===== src/rtl/module_keypad_scanner_if.sv =====
// Keypad pin bundle plus the decoded key outputs of the scanner.
// Latency: none, wires only.
// Backpressure: none; the keypad cannot be stalled and key_valid is a bare pulse.
interface module_keypad_scanner_if;
  logic [3:0] row;
  logic [3:0] column;
  logic [3:0] key_code;
  logic       key_valid;
  logic       key_held;

  // Scanner side: samples the rows, drives strobes and key outputs.
  modport master (
    input  row,
    output column,
    output key_code,
    output key_valid,
    output key_held
  );

  // Keypad / consumer side.
  modport slave (
    output row,
    input  column,
    input  key_code,
    input  key_valid,
    input  key_held
  );
endinterface


===== src/rtl/module_keypad_scanner.sv =====
// 4x4 matrix keypad scanner: column strobing, 2-flop row sync, press/release debounce, key decode.
// Latency: press accepted one dwell end plus DEBOUNCE_CYCLES matches after the row syncs; release DEBOUNCE_CYCLES+3.
// Backpressure: none; key_valid is a one-cycle pulse that the consumer must take when offered.
module module_keypad_scanner #(
  parameter int SCAN_CYCLES     = 1000,
  parameter int DEBOUNCE_CYCLES = 16
) (
  input  logic                    clk,
  input  logic                    rst,
  module_keypad_scanner_if.master kp
);

  localparam int MAXP = (SCAN_CYCLES > DEBOUNCE_CYCLES) ? SCAN_CYCLES : DEBOUNCE_CYCLES;
  localparam int CW   = $clog2(MAXP) + 1;

  localparam logic [CW-1:0] SCAN_LAST = CW'(SCAN_CYCLES - 1);
  localparam logic [CW-1:0] DEB_LAST  = CW'(DEBOUNCE_CYCLES - 1);
  localparam logic [CW-1:0] CNT_MAX   = {CW{1'b1}};

  typedef enum logic [1:0] {SCAN, DEBOUNCE, PRESSED, RELEASE} state_t;

  state_t        state, state_n;
  logic [3:0]    row_m, row_s;
  logic [1:0]    col_idx, col_idx_n;
  logic [3:0]    column_r;
  logic [CW-1:0] dwell, dwell_n;
  logic [CW-1:0] deb_cnt, deb_n;
  logic [3:0]    cap_row, cap_n;
  logic [3:0]    key_code_r, code_n;
  logic          key_valid_r, valid_n;
  logic          key_held_r, held_n;

  // Map (row, column) to the printed legend; * and # are encoded as E and F.
  function automatic logic [3:0] key_map(input logic [1:0] r, input logic [1:0] c);
    logic [3:0] k;
    case ({r, c})
      4'h0: k = 4'h1;  4'h1: k = 4'h2;  4'h2: k = 4'h3;  4'h3: k = 4'hA;
      4'h4: k = 4'h4;  4'h5: k = 4'h5;  4'h6: k = 4'h6;  4'h7: k = 4'hB;
      4'h8: k = 4'h7;  4'h9: k = 4'h8;  4'hA: k = 4'h9;  4'hB: k = 4'hC;
      4'hC: k = 4'hE;  4'hD: k = 4'h0;  4'hE: k = 4'hF;  default: k = 4'hD;
    endcase
    return k;
  endfunction

  // Index of the single low row; only called with a one-low pattern.
  function automatic logic [1:0] row_idx(input logic [3:0] rs);
    logic [1:0] r;
    case (rs)
      4'b1110: r = 2'd0;
      4'b1101: r = 2'd1;
      4'b1011: r = 2'd2;
      default: r = 2'd3;
    endcase
    return r;
  endfunction

  function automatic logic one_low(input logic [3:0] rs);
    return (rs == 4'b1110) || (rs == 4'b1101) || (rs == 4'b1011) || (rs == 4'b0111);
  endfunction

  function automatic logic [CW-1:0] sat_inc(input logic [CW-1:0] v);
    return (v == CNT_MAX) ? v : v + 1'b1;
  endfunction

  // Next-state and next-output decisions for the scan/debounce FSM.
  always_comb begin
    state_n   = state;
    col_idx_n = col_idx;
    dwell_n   = dwell;
    deb_n     = deb_cnt;
    cap_n     = cap_row;
    code_n    = key_code_r;
    valid_n   = 1'b0;
    held_n    = key_held_r;
    case (state)
      SCAN: begin
        if (dwell == SCAN_LAST) begin
          dwell_n = '0;
          if (one_low(row_s)) begin
            state_n = DEBOUNCE;
            cap_n   = row_s;
            deb_n   = '0;
          end else begin
            col_idx_n = col_idx + 2'd1;
          end
        end else begin
          dwell_n = dwell + 1'b1;
        end
      end
      DEBOUNCE: begin
        if (row_s == cap_row) begin
          if (deb_cnt == DEB_LAST) begin
            state_n = PRESSED;
            code_n  = key_map(row_idx(cap_row), col_idx);
            valid_n = 1'b1;
            held_n  = 1'b1;
            deb_n   = '0;
          end else begin
            deb_n = sat_inc(deb_cnt);
          end
        end else begin
          // Bounce or glitch: abandon this column and keep sweeping.
          state_n   = SCAN;
          col_idx_n = col_idx + 2'd1;
          dwell_n   = '0;
          deb_n     = '0;
        end
      end
      PRESSED: begin
        // Only an all-released sample counts, so a second key cannot retrigger.
        if (row_s == 4'hF) begin
          if (deb_cnt == DEB_LAST) begin
            state_n = RELEASE;
            deb_n   = '0;
          end else begin
            deb_n = sat_inc(deb_cnt);
          end
        end else begin
          deb_n = '0;
        end
      end
      RELEASE: begin
        state_n   = SCAN;
        held_n    = 1'b0;
        col_idx_n = col_idx + 2'd1;
        dwell_n   = '0;
      end
      default: state_n = SCAN;
    endcase
  end

  // State, counters, synchronizer and registered outputs.
  always_ff @(posedge clk or negedge rst) begin
    if (!rst) begin
      state       <= SCAN;
      row_m       <= 4'hF;
      row_s       <= 4'hF;
      col_idx     <= 2'd0;
      column_r    <= 4'b1110;
      dwell       <= '0;
      deb_cnt     <= '0;
      cap_row     <= 4'hF;
      key_code_r  <= 4'h0;
      key_valid_r <= 1'b0;
      key_held_r  <= 1'b0;
    end else begin
      state       <= state_n;
      row_m       <= kp.row;
      row_s       <= row_m;
      col_idx     <= col_idx_n;
      column_r    <= ~(4'b0001 << col_idx_n);
      dwell       <= dwell_n;
      deb_cnt     <= deb_n;
      cap_row     <= cap_n;
      key_code_r  <= code_n;
      key_valid_r <= valid_n;
      key_held_r  <= held_n;
    end
  end

  assign kp.column    = column_r;
  assign kp.key_code  = key_code_r;
  assign kp.key_valid = key_valid_r;
  assign kp.key_held  = key_held_r;

endmodule

===== src/flat_wrapper.sv =====
// flat-port wrapper written by rule: the top's interface ports become plain ports
module module_keypad_scanner_flat 
#(
  parameter int SCAN_CYCLES     = 1000,
  parameter int DEBOUNCE_CYCLES = 16
)
  (clk, rst, kp_row, kp_column, kp_key_code, kp_key_valid, kp_key_held);
  module_keypad_scanner_if kp_i ();
  input  logic clk;
  input  logic rst;
  input wire logic [$bits(kp_i.row)-1:0] kp_row;
  output wire logic [$bits(kp_i.column)-1:0] kp_column;
  output wire logic [$bits(kp_i.key_code)-1:0] kp_key_code;
  output wire logic [$bits(kp_i.key_valid)-1:0] kp_key_valid;
  output wire logic [$bits(kp_i.key_held)-1:0] kp_key_held;
  assign kp_i.row = kp_row;
  assign kp_column = kp_i.column;
  assign kp_key_code = kp_i.key_code;
  assign kp_key_valid = kp_i.key_valid;
  assign kp_key_held = kp_i.key_held;
  module_keypad_scanner #(.SCAN_CYCLES(SCAN_CYCLES), .DEBOUNCE_CYCLES(DEBOUNCE_CYCLES)) u_core (.clk(clk), .rst(rst), .kp(kp_i));
endmodule

===== config.mk =====
export PLATFORM = sky130hd
export DESIGN_NAME = module_keypad_scanner_flat
export DESIGN_NICKNAME = d
export VERILOG_FILES = /design/src/rtl/module_keypad_scanner_if.sv /design/src/rtl/module_keypad_scanner.sv /design/src/flat_wrapper.sv
export SDC_FILE = /design/constraint.sdc
export NUM_CORES = 1
export LEC_CHECK = 0
export CAP_MARGIN = 20
export CORE_AREA = 5 5 88 90
export DETAILED_ROUTE_END_ITERATION = 6
export DIE_AREA = 0 0 93 95
export SETUP_SLACK_MARGIN = 0.02
export SLEW_MARGIN = 20
export SYNTH_ARGS = -nofsm -noshare
export SYNTH_HDL_FRONTEND = slang
export SYNTH_SLANG_ARGS = --single-unit
export TNS_END_PERCENT = 100

===== constraint.sdc =====
create_clock -name clk -period 2.3 [get_ports clk]
set_clock_uncertainty 0.1 [all_clocks]
set_input_delay 0.46 -clock clk [delete_from_list [all_inputs] [get_ports clk]]
set_output_delay 0.46 -clock clk [all_outputs]
set_load 0.02 [all_outputs]

==> metrics.txt <==
status complete, no violations; row cnt 31; residual DRC count 0; Reg2Reg Depth 5; fin nets around 300; number of DRC markers in iteration 0 200; Overflow after GRT 0; Arr. time, crit path roughly 2.3 ns; fmax between 400 and 500 MHz; TritonCTS clock tree yes; reg-to-reg startpoint u_core.row_s[3]$_DFF_PN1_; post-synth top area cell dfrtp_1; post-synthesis sequential area ratio between 40% and 50%; syn nets 272; pins over their slew limit 0; Reg2Reg Capture Point u_core.kp.column[0]$_DFF_PN0_; Syn Area/Cell roughly 11 um^2; Pleak approximately 1.3 nW; area grow syn2layout 17.1%; Die Span Y around 95 um; Tot GR Track Use a little over an eighth; Worst Tran Pin Value around 0.58 ns; Die X between 90 and 100 um; Crit Path Max Fanout 6; Yosys warning total 0; RSZ-0062 raised after global routing yes; post-synthesis cell count around 260; Max-Slew Margin vs Limit around three fifths; core area 6980 um^2; top cells by area, synth dfrtp_1 (31%), dfstp_2 (15%), mux2_2 (5.5%); min-delay worst type input port to asynchronous set/reset pin; post-layout min period approximately 2.2 ns; First-pass DRT Iterations 4; placed wire-length estimate 3960 um; Max IR drop VDD ~0.22 mV; Worst EP required approximately 2.4 ns; number of buffers created by CTS 5; cell area after synthesis roughly 2700 um^2; kind of critical path flip-flop to flip-flop; share of layout cells above drive strength 1 22.8%; critical-path cell list xor2_2 -> o41ai_1 -> a21o_1 -> a21boi_0 -> or3_1; top-count cell post-synth dfrtp_1; Sink Count 48; routed length per instance between 10 and 15 um; Final Cycle Share around 95%; Worst Setup SP u_core.row_s[3]$_DFF_PN1_; crit path to u_core.kp.column[0]$_DFF_PN0_; hold_buf cts 0; Max Cap Viol 0; Vias ~2100; Setup WS post-layout 0.111 ns; register-to-register setup slack 0.11 ns; Critical Path Stages 5; largest net degree at the start of global routing 26; Critical path buffers and inverters 0; Final setup viols 0; commonest cells in the netlist dfrtp_1 (33), o21ai_0 (17), nand2_1 (16); Unique masters post-synth just under 60; Setup crit start kind flip-flop; crit-path leading delay family compound AO/OA/AOI/OAI gates; htree depth 2; Worst-path clk slew roughly 0.09 ns; Max stage delay cell, worst path dfstp_2; clk buf depth 2; FF+latch count, synth 48; vias in the first global route roughly 2000; crit end category flip-flop; die footprint 8840 um^2; Root Driver clkbuf_8; first-pass GRT wire length ~9500 um; vias per cell between 5 and 6; Setup Slack @ Placement between 0.07 and 0.08 ns; Slowest Stage Delay on Critical Path roughly 0.61 ns; RD Place Congestion 0.825; clock latency on the worst-skew pair ~0.30 ns; PwrDens between 400 and 500 nW/um^2; number of I/O pins 16; Final Hold Viols 0; Post-DRT Antenna Nets 0; number of flops mapped to enable cells by yosys 0; Ant. Diodes 0; total power 0.00143 W; Routed WL between 5000 and 6000 um; main flop type after synthesis dfrtp_1; # port buffers 15; antenna violations before repair 0; asr flop ratio synth 100%; starting density of the core a little under two fifths; share of the synthesized area in the top cell type 30.8%
[worst register-to-register path, cell delays in order, from the launching register on]
cell	delay (ns)
dfstp_2	0.61
xor2_2	0.12
o41ai_1	0.44
a21o_1	0.25
a21boi_0	0.19
or3_1	0.37
[routing by layer]
metal  vias to the layer above  GRT usage, %  routed length, um
met4                         0          5.74                 95
met5                         -             0                  0
met1                      1006          18.4               2690
met2                        64          20.8               2420
met3                         9          2.95                246
li1                       1023             -                  -
[through the flow]
stage                     utilization (%)  hold WS (ns)  setup TNS (ns)  cells  instance area (um^2)
after detailed placement             43.0         0.248               0    358                  3010
after global routing                 44.9        0.0971         -0.0140    367                  3140
after CTS                            44.4        0.0739               0    366                  3100
after floorplan                         -        0.0644               0    255                  2680
after global placement               43.0         0.246               0    358                  3010
final                                44.9        0.0544               0    367                  3140
[power breakdown]
part / leakage (nW) / total, W / switching, W / internal, W
Combinational: 0.658 / 0.0000486 / 0.0000306 / 0.0000180
Sequential: 0.604 / 0.000864 / 0.00000740 / 0.000857
Clock: 0.0510 / 0.000522 / 0.000281 / 0.000240
Total: 1.31 / 0.00143 / 0.000319 / 0.00112
[cell usage in the layout, fill, tap and decap left out, types with 3 or more instances in the layout]
cell type	instances
nand3_1	11
dfrtp_1	33
nor3_1	5
o21ai_0	17
mux2_2	13
a21oi_1	14
a21o_1	3
xor2_1	5
clkdlybuf4s50_1	14
clkbuf_8	6
and3_1	5
mux2i_1	3
o31ai_1	8
a22o_1	3
buf_4	14
nand4_1	8
inv_1	10
ha_1	10
or4_1	7
a211oi_1	3
dfstp_2	15
nand2_1	16
nor2_1	7
and4_1	3
nand4b_1	3
or3_1	4
[worst min-delay path by stage]
stage / startpoint / end
global placement: u_core.row_m[2]$_DFF_PN1_ / u_core.row_s[2]$_DFF_PN1_
CTS: rst / u_core.col_idx[1]$_DFF_PN0_
global route: rst / u_core.col_idx[1]$_DFF_PN0_
detailed placement: u_core.row_m[0]$_DFF_PN1_ / u_core.row_s[0]$_DFF_PN1_
floorplan: rst / asynchronous set/reset pin
finish: rst / u_core.dwell[7]$_DFFE_PN0P_
[timing repair]
item | CTS | global route
endpoints found under the setup margin | 0 | 16
gates resized for setup | 0 | 7
buffers inserted | 0 | 1
[cell families (layout without fill, tap and decap cells)]
family | Yosys count | after routing | share of synthesized area, %
XOR/XNOR | 7 | 7 | 2.57
AO/OA/AOI/OAI | 70 | 70 | 18.5
adder cells (fa/ha/maj) | 11 | 11 | 5.14
buffers and inverters | 19 | 49 | 3.08
multiplexers | 16 | 16 | 6.59
flip-flops | 48 | 48 | 45.6
AND/OR/NAND/NOR | 84 | 84 | 18.6
[layout make-up]
class                           instances  area (um^2)
Clock buffer                            6         82.6
Sequential cell                        48         1220
Tap cell                               82          103
Multi-Input combinational cell        188         1400
Clock inverter                          2         10.0
Fill cell                             667         3840
Timing Repair Buffer                   31          282
Inverter                               10         37.5
[sequential cells by signal, indices dropped and copies added, names as in the netlist, named ones only]
register / flops
u_core.kp.key_held: 1
u_core.kp.key_code: 4
u_core.kp.key_valid: 1
u_core.row_s: 4
u_core.state: 1
u_core.deb_cnt: 11
u_core.col_idx: 2
u_core.dwell: 11
u_core.cap_row: 4
u_core.row_m: 4
u_core.kp.column: 4
Note: power is estimated with default switching activity, not from simulation.
